File: src/rtl/c123_scr_mmr.sv
// C123 tilemap control-register file: 32 CPU-visible bytes decoded into
// per-layer scroll, palette, priority and disable fields.
module c123_scr_mmr (
    input  logic        clk,
    input  logic        rst,
    input  logic        cs,
    input  logic [4:0]  addr,
    input  logic        rnw,
    input  logic [7:0]  din,
    output logic [7:0]  dout,
    output logic [63:0] hscr,
    output logic [63:0] vscr,
    output logic [17:0] pal,
    output logic [17:0] prio,
    output logic [5:0]  enb,
    input  logic [4:0]  ioctl_addr,
    output logic [7:0]  ioctl_din,
    input  logic [7:0]  debug_bus,
    output logic [7:0]  st_dout
);

    localparam int unsigned NUM_REGS   = 32;
    localparam int unsigned NUM_SCROLL = 4;
    localparam int unsigned NUM_LAYERS = 6;
    localparam int unsigned PRIO_BASE  = 16;
    localparam int unsigned PAL_BASE   = 24;

    logic [7:0] regs [NUM_REGS];
    logic       unused_debug_hi;

    // Register array: cleared asynchronously, written by CPU on cs & !rnw
    always_ff @(posedge clk or negedge rst) begin
        if (!rst) begin
            for (int k = 0; k < NUM_REGS; k++) begin
                regs[k] <= '0;
            end
        end else if (cs && !rnw) begin
            regs[addr] <= din;
        end
    end

    assign dout      = regs[addr];
    assign ioctl_din = regs[ioctl_addr];
    assign st_dout   = regs[debug_bus[4:0]];

    // Only the low five selector bits address the array
    assign unused_debug_hi = ^debug_bus[7:5];

    // Scroll values are big-endian pairs: high byte at the lower address
    for (genvar i = 0; i < NUM_SCROLL; i++) begin : g_scroll
        assign hscr[16*i +: 16] = {regs[5'(4*i)],     regs[5'(4*i + 1)]};
        assign vscr[16*i +: 16] = {regs[5'(4*i + 2)], regs[5'(4*i + 3)]};
    end

    for (genvar j = 0; j < NUM_LAYERS; j++) begin : g_layer
        assign prio[3*j +: 3] = regs[5'(PRIO_BASE + j)][2:0];
        assign enb[j]         = regs[5'(PRIO_BASE + j)][3];
        assign pal[3*j +: 3]  = regs[5'(PAL_BASE + j)][2:0];
    end

endmodule

File: config.mk
export PLATFORM = sky130hd
export DESIGN_NAME = c123_scr_mmr
export DESIGN_NICKNAME = d
export VERILOG_FILES = /design/src/rtl/c123_scr_mmr.sv
export SDC_FILE = /design/constraint.sdc
export NUM_CORES = 1
export LEC_CHECK = 0
export CAP_MARGIN = 20
export CORE_ASPECT_RATIO = 1.4
export CORE_MARGIN = 5
export CORE_UTILIZATION = 50
export DETAILED_ROUTE_END_ITERATION = 6
export PLACE_DENSITY = 0.74
export SLEW_MARGIN = 20
export SYNTH_ARGS = -nofsm -noshare
export SYNTH_HDL_FRONTEND = slang
export SYNTH_SLANG_ARGS = --single-unit
File: constraint.sdc
create_clock -name clk -period 3.2 [get_ports clk]
set_clock_uncertainty 0.05 [all_clocks]
set_input_delay 0.48 -clock clk [delete_from_list [all_inputs] [get_ports clk]]
set_output_delay 0.48 -clock clk [all_outputs]
set_load 0.02 [all_outputs]
==> results.toml, run 1 <==
[floorplanning]
boundaryPins = 224
core_mm2 = 0.0332
initial_utilization_pct = 50.5
die-height_um = 227
die_w_um = 165
row_count = 79
die-area_mm2 = 0.0374

[place]
detailedPlacementHpwl_um = 38600
place_area_mm2 = 0.0190
gp_congestion = 0.984
total_of_buffers_placed_on_input_and_output_ports = 220
dp_worst_setup_slack_ns = -0.250

[setup_path]
rr_worst_depth = 2
cp_max_fo = 5
critical_path.endpoint_type = "primary output"
crit_buf_inv = 1
cp_cell_sequence = "mux4_2 -> mux4_2 -> mux2_2 -> clkdlybuf4s15_1"
slowest_cell_on_the_critical_path = "sky130_fd_sc_hd__mux4_2"
crit_path_start = "enb[5]$_DFFE_PN0P_"
critical_path_class = "reg -> out"
critical-path-max-stage-delay_ns = 0.55
crit_path_frequent_cell = "sky130_fd_sc_hd__mux4_2"
timing.critical_path.max_delay_family = "multiplexers"
worstSetupPathDepth = 4
worstReg2RegStart = "vscr[54]$_DFFE_PN0P_"
timing.critical_path.from_type = "flip-flop"
crit_arrival_ns = 2.67
required_ns = 2.67

[drt]
drt_iter0_drc = 1425
vias_per_cell = 6.75
route.final.wire_length_um = 53100
detail-route-antenna-nets = 0
routed_length_per_placed_instance_um = 31.8
detail_route.drc_violations = 0
dr.pass1.iters = 6
vias = 11300

[layout]
antenna-diode-count = 0
commonest_non_fill_non_tap_cell_in_the_layout = "sky130_fd_sc_hd__mux2_2"
area_growth_pct = 18.9
final_util_pct = 60.1
drive_gt1_share_pct = 56.4
design_area_mm2 = 0.0200
most-common-layout-cells = "sky130_fd_sc_hd__mux2_2, sky130_fd_sc_hd__dfrtp_1, sky130_fd_sc_hd__mux4_2"
finalNetCount = 1237

[grt]
globalRouteOverflowTotal = 0
grt_start_max_net_pins = 75
overall_fraction_of_global_route_tracks_in_use_pct = 28.6
grt_first_pass_wirelength_um = 78200
grt_antenna_before_repair = 2
number_of_global_route_vias_before_repair = 11300

[synth]
post_synth_main_area_contributors = "sky130_fd_sc_hd__dfrtp_1, sky130_fd_sc_hd__mux4_2, sky130_fd_sc_hd__mux2_2"
synthesis.instances = 1101
synth_top_area_share_pct = 38.2
synthesis.yosys.warnings = 0
yosysUniqueCellTypes = 25
synth_fp_nets = 1131
synthDominantAreaCellType = "sky130_fd_sc_hd__dfrtp_1"
summed_instance_area_of_the_synthesized_netlist_mm2 = 0.0168
synth_edf_count = 0
ys_dominant_reg_cell = "sky130_fd_sc_hd__dfrtp_1"
ys_async_sr_fraction_pct = 100
syn_avg_cell_area_um2 = 15.2
yosysSeqAreaShare_pct = 38.2
synthesis_stage_register_bit_count = 256

[clock_tree]
cts-root-buf = "sky130_fd_sc_hd__clkbuf_16"
cts_max_path_buffers = 3
cts_num_sinks = 256
tritoncts = "built"
h-tree-depth = 1
tritoncts.num_buffers = 26
clock_latency_ns = 0.55
path_clk_slew_ns = 0.06

[run_status]
status = "complete, no violations"

[power_and_ir_drop]
power_leakage_nw = 8.49
pwr_density_cell_mw_per_mm2 = 530
ir_worst_vdd_uv = 396

[sta]
final-setup-viol-count = 0
slew_headroom_pct = 59.5
layout_min_cycle_time_ns = 3.20
worst-slew-pin-transition_ns = 0.606
setup_repair_after_global_routing_missed_its_margin = "no"
maxSlewViolCount = 0
final.setup.tns_ns = 0
finalHoldViolCount = 0
fin_hold_ws_ns = 0.340
layout_worst_path_cycle_share_pct = 99.9
setup_ws_ns = 0.00453
max_freq_ghz = 0.313

[run]
timing.max_cap.violations = 0

[hold_path]
hold_path_class = "in -> async"
routing by layer:
metal	global-route usage [%]	vias up	wire (um)
met5	0	-	19
met4	11.1	2	2380
met3	6.93	119	5780
met2	44.9	752	25700
met1	38.8	5980	19200
li1	-	4406	-
cells in the mapped netlist (3+ instances only):
cell	number
sky130_fd_sc_hd__mux2_2	272
sky130_fd_sc_hd__dfrtp_1	256
sky130_fd_sc_hd__mux4_2	224
sky130_fd_sc_hd__buf_4	182
sky130_fd_sc_hd__clkbuf_1	49
sky130_fd_sc_hd__a22oi_1	32
sky130_fd_sc_hd__nand2_1	26
sky130_fd_sc_hd__buf_1	20
sky130_fd_sc_hd__nand4_1	8
sky130_fd_sc_hd__buf_2	7
sky130_fd_sc_hd__and3b_1	3
sky130_fd_sc_hd__nor3b_1	3
sky130_fd_sc_hd__nor4b_2	3
through the flow:
stage	power [mW]	cells
after global placement	7.43	1616
after detailed placement	7.51	1616
after floorplan	6.34	1101
final	10.6	1669
after CTS	10.6	1666
after global routing	10.9	1669
sequential cells by signal (all words and copies together) (netlist names):
| name | flops |
|---|---|
| prio | 18 |
| enb | 6 |
| pal | 18 |
| hscr | 64 |
| vscr | 64 |
| regs | 86 |
power breakdown:
part | switching, mW | internal [mW] | leakage, nW
registers | 0.569 | 3.67 | 3.39
logic | 1.46 | 1.79 | 4.68
clock network | 1.29 | 1.79 | 0.421
total | 3.33 | 7.25 | 8.49
cell type report:
class | count | area [um^2]
clock buffers | 37 | 753
clock inverters | 8 | 93.8
fillers | 2594 | 13200
multi-input cells | 584 | 8700
flip-flops and latches | 256 | 6420
well taps | 445 | 557
repair buffers | 339 | 3450
final timing paths:
check | end | slack, ns
max in group asynchronous | regs[55]$_DFFE_PN0P_ | 1.92
setup / recovery | ioctl_din[3] | 0.005
hold reg to reg | regs[28]$_DFFE_PN0P_ | 0.50
setup reg to reg | vscr[54]$_DFFE_PN0P_ | 2.20
min in group clk | regs[28]$_DFFE_PN0P_ | 0.50
hold / removal | vscr[54]$_DFFE_PN0P_ | 0.34
cells by family (layout without fill, tap and decap cells):
group	Yosys count	count (layout)	share of synthesized area (%)
muxes	496	496	48.3
and+or+nand+nor	56	56	2.04
DFF	256	256	38.2
AOI/OAI and AO/OA	32	32	1.43
buffers and inverters	261	384	10.1
timing repair:
item                                    in CTS  in global routing
cloned                                       0                  0
buffers inserted                             4                  3
hold buffers                                 1                  0
endpoints found under the setup margin      20                 20
gates resized for setup                     41                 23
hold endpoints to repair                    33                  0
(Power assumes the default switching activity.)
==> run 2: changes to the inputs <==
--- a/config.mk
+++ b/config.mk
@@ -10,6 +10,7 @@
 export CORE_MARGIN = 5
 export CORE_UTILIZATION = 50
 export DETAILED_ROUTE_END_ITERATION = 6
+export GPL_TIMING_DRIVEN = 0
 export PLACE_DENSITY = 0.74
 export SLEW_MARGIN = 20
 export SYNTH_ARGS = -nofsm -noshare
==> run 2 against run 1 <==
The run now ends with setup timing left; clock power grew 13%; die area stayed put; non-clock buffer count increased by 154; final cell count rose by 9.6%; core utilization rose by 3.0 points; total power rose by 8.4%; maximum frequency down 0.98%; global-route usage rose by 5.6 points; critical path type is now in -> out; hold slack gained 0.043 ns; sequential share of layout area shrank 1.5 points; design area is 5.1% higher.
==> results.toml, run 2 (synthesis results as in run 1) <==
[setup_path]
worstSetupPathDepth = 7
crit_buf_inv = 4
critical_path.endpoint_type = "primary output"
critical_path_class = "in -> out"
timing.critical_path.from_type = "input pin"
crit_path_start = "addr[0]"
slowest_cell_on_the_critical_path = "sky130_fd_sc_hd__mux4_2"
crit_end = "dout[1]"
worstReg2RegStart = "hscr[46]$_DFFE_PN0P_"
cp_cell_sequence = "clkdlybuf4s15_2 -> buf_6 -> buf_8 -> mux4_2 -> a22oi_1 -> nand4_1 -> dlygate4sd2_1"
critical-path-max-stage-delay_ns = 0.60
required_ns = 2.67
crit_arrival_ns = 2.70
rr_worst_depth = 2
cp_max_fo = 10
timing.critical_path.max_delay_family = "buffers and inverters"
r2r-end = "hscr[46]$_DFFE_PN0P_"
setup.reg_to_reg.worst_slack_ns = 2.18

[power_and_ir_drop]
combinationalPowerShare_pct = 32.4
post-layout-total-power_mw = 11.5
ir_worst_vdd_uv = 375
power_leakage_nw = 9.13
sw_frac_of_total_pct = 32.0
power.share.clock_pct = 30.3
p_int_mw = 7.80
pwr_density_cell_mw_per_mm2 = 547
p_switching_mw = 3.67
pwr-share-seq_pct = 37.3

[drt]
drt_iter0_drc = 1716
vias = 12300
detail_route.drc_violations = 0
routed_length_per_placed_instance_um = 34.9
dr.pass1.iters = 5
route.final.wire_length_um = 63800
vias_per_cell = 6.73
detail-route-antenna-nets = 0

[layout]
drive_gt1_share_pct = 61.3
finalNetCount = 1393
final_util_pct = 63.2
largest_register_ffs = 86
area_growth_pct = 25.0
most-common-layout-cells = "sky130_fd_sc_hd__mux2_2, sky130_fd_sc_hd__dfrtp_1, sky130_fd_sc_hd__mux4_2"
commonest_non_fill_non_tap_cell_in_the_layout = "sky130_fd_sc_hd__mux2_2"
design_area_mm2 = 0.0210
antenna-diode-count = 0
max_flop_register = "regs"
non_filler_instance_count_after_layout = 1829

[sta]
finalHoldViolCount = 0
max_freq_ghz = 0.310
worst-slew-pin-transition_ns = 1.09
final.setup.tns_ns = -0.0574
slew_headroom_pct = 27.5
setup_repair_after_global_routing_missed_its_margin = "no"
layout_worst_path_cycle_share_pct = 101
final-setup-viol-count = 5
maxSlewViolCount = 0
layout_min_cycle_time_ns = 3.23
setup_ws_ns = -0.0273

[run_status]
failed_checks = "setup timing"
status = "complete, but fails checks"

[clock_tree]
tritoncts.num_buffers = 28
h-tree-depth = 1
cts-root-buf = "sky130_fd_sc_hd__clkbuf_16"
cts_max_path_buffers = 3
path_clk_slew_ns = 0.06
cts_num_sinks = 256
clock_latency_ns = 0.57
tritoncts = "built"

[floorplanning]
die_w_um = 165
die-area_mm2 = 0.0374
die-height_um = 227
boundaryPins = 224
core_mm2 = 0.0332
initial_utilization_pct = 50.5
row_count = 79

[hold_path]
hold_path_class = "in -> async"

[place]
gp_congestion = 1.05
detailedPlacementHpwl_um = 46800
total_of_buffers_placed_on_input_and_output_ports = 210
number_of_placed_cells_counting_well_taps = 1761
place_area_mm2 = 0.0196

[run]
timing.max_cap.violations = 0

[grt]
globalRouteOverflowTotal = 0
number_of_global_route_vias_before_repair = 12500
grt_antenna_before_repair = 1
grt_start_max_net_pins = 101
overall_fraction_of_global_route_tracks_in_use_pct = 34.2
grt_first_pass_wirelength_um = 90100
-- run 2: changes by cell type in the layout (fill, tap and decap cells not counted), moves of 7 or more --
cell / before / now
sky130_fd_sc_hd__clkdlybuf4s50_1: 191 / 180
sky130_fd_sc_hd__clkbuf_2: 5 / 13
sky130_fd_sc_hd__dlygate4sd2_1: 1 / 8
sky130_fd_sc_hd__a22oi_2: 0 / 10
sky130_fd_sc_hd__clkbuf_1: 6 / 33
sky130_fd_sc_hd__dfrtp_2: 8 / 22
sky130_fd_sc_hd__a22oi_1: 32 / 22
sky130_fd_sc_hd__dfrtp_1: 248 / 234
sky130_fd_sc_hd__buf_12: 28 / 1
sky130_fd_sc_hd__buf_4: 91 / 203
sky130_fd_sc_hd__buf_6: 1 / 19
-- run 2: metrics by stage --
step / setup WS, ns / hold slack (ns)
5_1_grt: 0.000294 / 0.438
2_1_floorplan: 0.395 / 0.134
4_1_cts: 0.000195 / 0.395
3_3_place_gp: -9.26 / 0.473
6_report: -0.0273 / 0.383
3_5_place_dp: -1.45 / 0.407
-- run 2: layout make-up --
class | count | area, um^2
fillers | 2574 | 12200
multi-input cells | 584 | 8780
flip-flops and latches | 256 | 6430
repair buffers | 232 | 2280
plain buffers | 261 | 1940
clock buffers | 35 | 778
well taps | 445 | 557
clock inverters | 16 | 206
-- run 2: worst min path at each step --
stage / startpoint / endpoint / slack (ns) / cells past startpoint
finish: rst / pal[10]$_DFFE_PN0P_ / 0.38 / 2
global route: rst / pal[10]$_DFFE_PN0P_ / 0.44 / 2
CTS: rst / regs[53]$_DFFE_PN0P_ / 0.39 / 2
detailed placement: rst / pal[4]$_DFFE_PN0P_ / 0.41 / 1
global placement: regs[8]$_DFFE_PN0P_ / regs[8]$_DFFE_PN0P_ / 0.47 / 1
floorplan: rst / enb[0]$_DFFE_PN0P_ / 0.13 / 0
-- run 2: routing by layer --
metal	part of all wire, %	global-route usage (%)	up-vias	routed length (um)
li1	-	-	4715	-
met1	34	44.5	6366	21900
met2	47	52.7	1009	29700
met3	12	8.67	218	7610
met4	7.2	19.1	0	4600
met5	0	0	-	0
-- run 2: power by group through the flow --
stage                     Combinational, mW  Clock (mW)  Sequential [mW]
after floorplan                        2.30           0             4.04
after global placement                 3.55           0             4.27
after detailed placement               3.60           0             4.30
after CTS                              3.67        3.49             4.24
after global routing                   3.84        3.63             4.32
final                                  3.71        3.48             4.28
-- run 2: what timing repair did --
item | 4_1_cts | 5_1_grt
hold buffers | 1 | 0
cloned | 0 | 0
gates resized for setup | 182 | 32
endpoints found under the hold margin | 58 | 0
pin swaps | 0 | 1
setup buffers | 12 | 4
endpoints found under the setup margin | 24 | 19
==> run 3: changes to the inputs <==
--- a/config.mk
+++ b/config.mk
@@ -8,10 +8,9 @@
 export CAP_MARGIN = 20
 export CORE_ASPECT_RATIO = 1.4
 export CORE_MARGIN = 5
-export CORE_UTILIZATION = 50
+export CORE_UTILIZATION = 35
 export DETAILED_ROUTE_END_ITERATION = 6
 export GPL_TIMING_DRIVEN = 0
-export PLACE_DENSITY = 0.74
 export SLEW_MARGIN = 20
 export SYNTH_ARGS = -nofsm -noshare
 export SYNTH_HDL_FRONTEND = slang
==> constraint.sdc (replaced) <==
create_clock -name clk -period 3.8 [get_ports clk]
set_clock_uncertainty 0.05 [all_clocks]
set_input_delay 0.57 -clock clk [delete_from_list [all_inputs] [get_ports clk]]
set_output_delay 0.57 -clock clk [all_outputs]
set_load 0.02 [all_outputs]
==> run 3 against run 2 <==
The flow now finishes without violations; sequential cell count did not move; first-iteration DRC count fell by 15%; clock power fell by 23%; design area fell by 0.41%; die area rose by 40%; non-clock buffer count fell by 15; combinational power fell by 16%; largest cell class unchanged.
==> results.toml, run 3 (synthesis results as in run 1) <==
[drt]
dr.pass1.iters = 7
route.final.wire_length_um = 69300
routed_length_per_placed_instance_um = 34.7
drt_iter0_drc = 1463
detail-route-antenna-nets = 0
detail_route.drc_violations = 0
vias = 12300
vias_per_cell = 6.16

[power_and_ir_drop]
ir_worst_vdd_uv = 298
pwr_density_cell_mw_per_mm2 = 450
power_leakage_nw = 8.95

[layout]
largest_register_ffs = 86
most-common-layout-cells = "sky130_fd_sc_hd__mux2_2, sky130_fd_sc_hd__dfrtp_1, sky130_fd_sc_hd__mux4_2"
design_area_mm2 = 0.0209
final_util_pct = 43.7
area_growth_pct = 24.5
commonest_non_fill_non_tap_cell_in_the_layout = "sky130_fd_sc_hd__mux2_2"
drive_gt1_share_pct = 57.2
max_flop_register = "regs"
non_filler_instance_count_after_layout = 1995
finalNetCount = 1377

[run]
timing.max_cap.violations = 0

[setup_path]
critical-path-max-stage-delay_ns = 0.56
cp_cell_sequence = "clkbuf_2 -> clkbuf_4 -> mux4_2 -> mux4_2 -> mux2_2 -> clkdlybuf4s50_1"
cp_max_fo = 10
critical_path.endpoint_type = "primary output"
r2r-end = "hscr[14]$_DFFE_PN0P_"
required_ns = 3.18
rr_worst_depth = 1
crit_path_frequent_cell = "sky130_fd_sc_hd__mux4_2"
timing.critical_path.max_delay_family = "buffers and inverters"
critical_path_class = "in -> out"
slowest_cell_on_the_critical_path = "sky130_fd_sc_hd__clkdlybuf4s50_1"
crit_arrival_ns = 3.16
crit_buf_inv = 3
setup.reg_to_reg.worst_slack_ns = 2.82
timing.critical_path.from_type = "input pin"
worstReg2RegStart = "hscr[14]$_DFFE_PN0P_"

[floorplanning]
row_count = 95
core_mm2 = 0.0478
boundaryPins = 224
die-height_um = 269
die-area_mm2 = 0.0525
die_w_um = 195
initial_utilization_pct = 35.1

[sta]
finalHoldViolCount = 0
final.setup.tns_ns = 0
layout_min_cycle_time_ns = 3.78
max_freq_ghz = 0.264
worst-slew-pin-transition_ns = 1.15
final-setup-viol-count = 0
setup_repair_after_global_routing_missed_its_margin = "no"
slew_headroom_pct = 22.8
setup_ws_ns = 0.0189
maxSlewViolCount = 0
layout_worst_path_cycle_share_pct = 99.5

[clock_tree]
tritoncts.num_buffers = 27
cts-root-buf = "sky130_fd_sc_hd__clkbuf_16"
cts_num_sinks = 256
clock_latency_ns = 0.56
cts_max_path_buffers = 3
path_clk_slew_ns = 0.06
h-tree-depth = 1
tritoncts = "built"

[hold_path]
hold_path_class = "reg -> reg"
hold_depth = 1
holdPathEnd = "regs[28]$_DFFE_PN0P_"
hold_path.startpoint = "regs[28]$_DFFE_PN0P_"

[place]
dp_worst_setup_slack_ns = -1.17
number_of_placed_cells_counting_well_taps = 1947
place_area_mm2 = 0.0198
total_of_buffers_placed_on_input_and_output_ports = 210
detailedPlacementHpwl_um = 51400
gp_congestion = 0.991

[grt]
globalRouteOverflowTotal = 0
grt_start_max_net_pins = 90
number_of_global_route_vias_before_repair = 12600
overall_fraction_of_global_route_tracks_in_use_pct = 25.8
grt_antenna_before_repair = 2
grt_first_pass_wirelength_um = 97200

[run_status]
status = "complete, no violations"
## run 3: cell types whose count changed in the layout (fill, tap and decap cells not counted), sizes merged
| cell | delta |
|---|---|
| buf | -25 |
| clkdlybuf4s50 | +20 |
| clkdlybuf4s15 | -8 |
| clkinv | -4 |
| clkbuf | +3 |
| bufinv | -2 |
| clkinvlp | -2 |
| dlymetal6s2s | -2 |
| diode | +1 |
## run 3: worst max-delay path by stage
stage	from	endpoint	depth (start not counted)
after global placement	rst	regs[39]$_DFFE_PN0P_	1
final	debug_bus[2]	st_dout[1]	6
after global routing	debug_bus[2]	st_dout[3]	6
after CTS	ioctl_addr[2]	ioctl_din[1]	6
after detailed placement	addr[1]	dout[4]	7
after floorplan	ioctl_addr[2]	ioctl_din[0]	5
## run 3: stage by stage
step	hold slack, ns	total power, mW
2_1_floorplan	0.224	5.34
3_3_place_gp	0.474	6.65
3_5_place_dp	0.482	6.70
4_1_cts	0.496	9.40
5_1_grt	0.512	9.68
6_report	0.499	9.40
## run 3: what timing repair did
action / CTS / global route
setup buffers: 0 / 0
pin swaps: 0 / 1
resized for setup: 103 / 9
hold buffers: 1 / 0
setup endpoints to repair: 24 / 12
hold endpoints to repair: 66 / 0
## run 3: power by group
| part | internal [mW] | total (mW) | switching, mW |
|---|---|---|---|
| registers | 3.09 | 3.60 | 0.517 |
| logic | 1.73 | 3.10 | 1.37 |
| clock network | 1.53 | 2.69 | 1.16 |
| total | 6.35 | 9.40 | 3.05 |
## run 3: routing by layer
layer	up-vias	track usage (%)	routed length (um)
li1	4675	-	-
met1	6508	32.3	25100
met2	879	40.7	32400
met3	232	5.39	6400
met4	4	16.0	5330
met5	-	0	29
## run 3: area by class of cell
cell class | instances | area (um^2)
Fill cell | 4424 | 26900
Multi-Input combinational cell | 584 | 8780
Sequential cell | 256 | 6410
Clock inverter | 8 | 92.6
Antenna cell | 1 | 2.50
Timing Repair Buffer | 217 | 2210
Clock buffer | 38 | 767
Tap cell | 630 | 788
Buffer | 261 | 1850
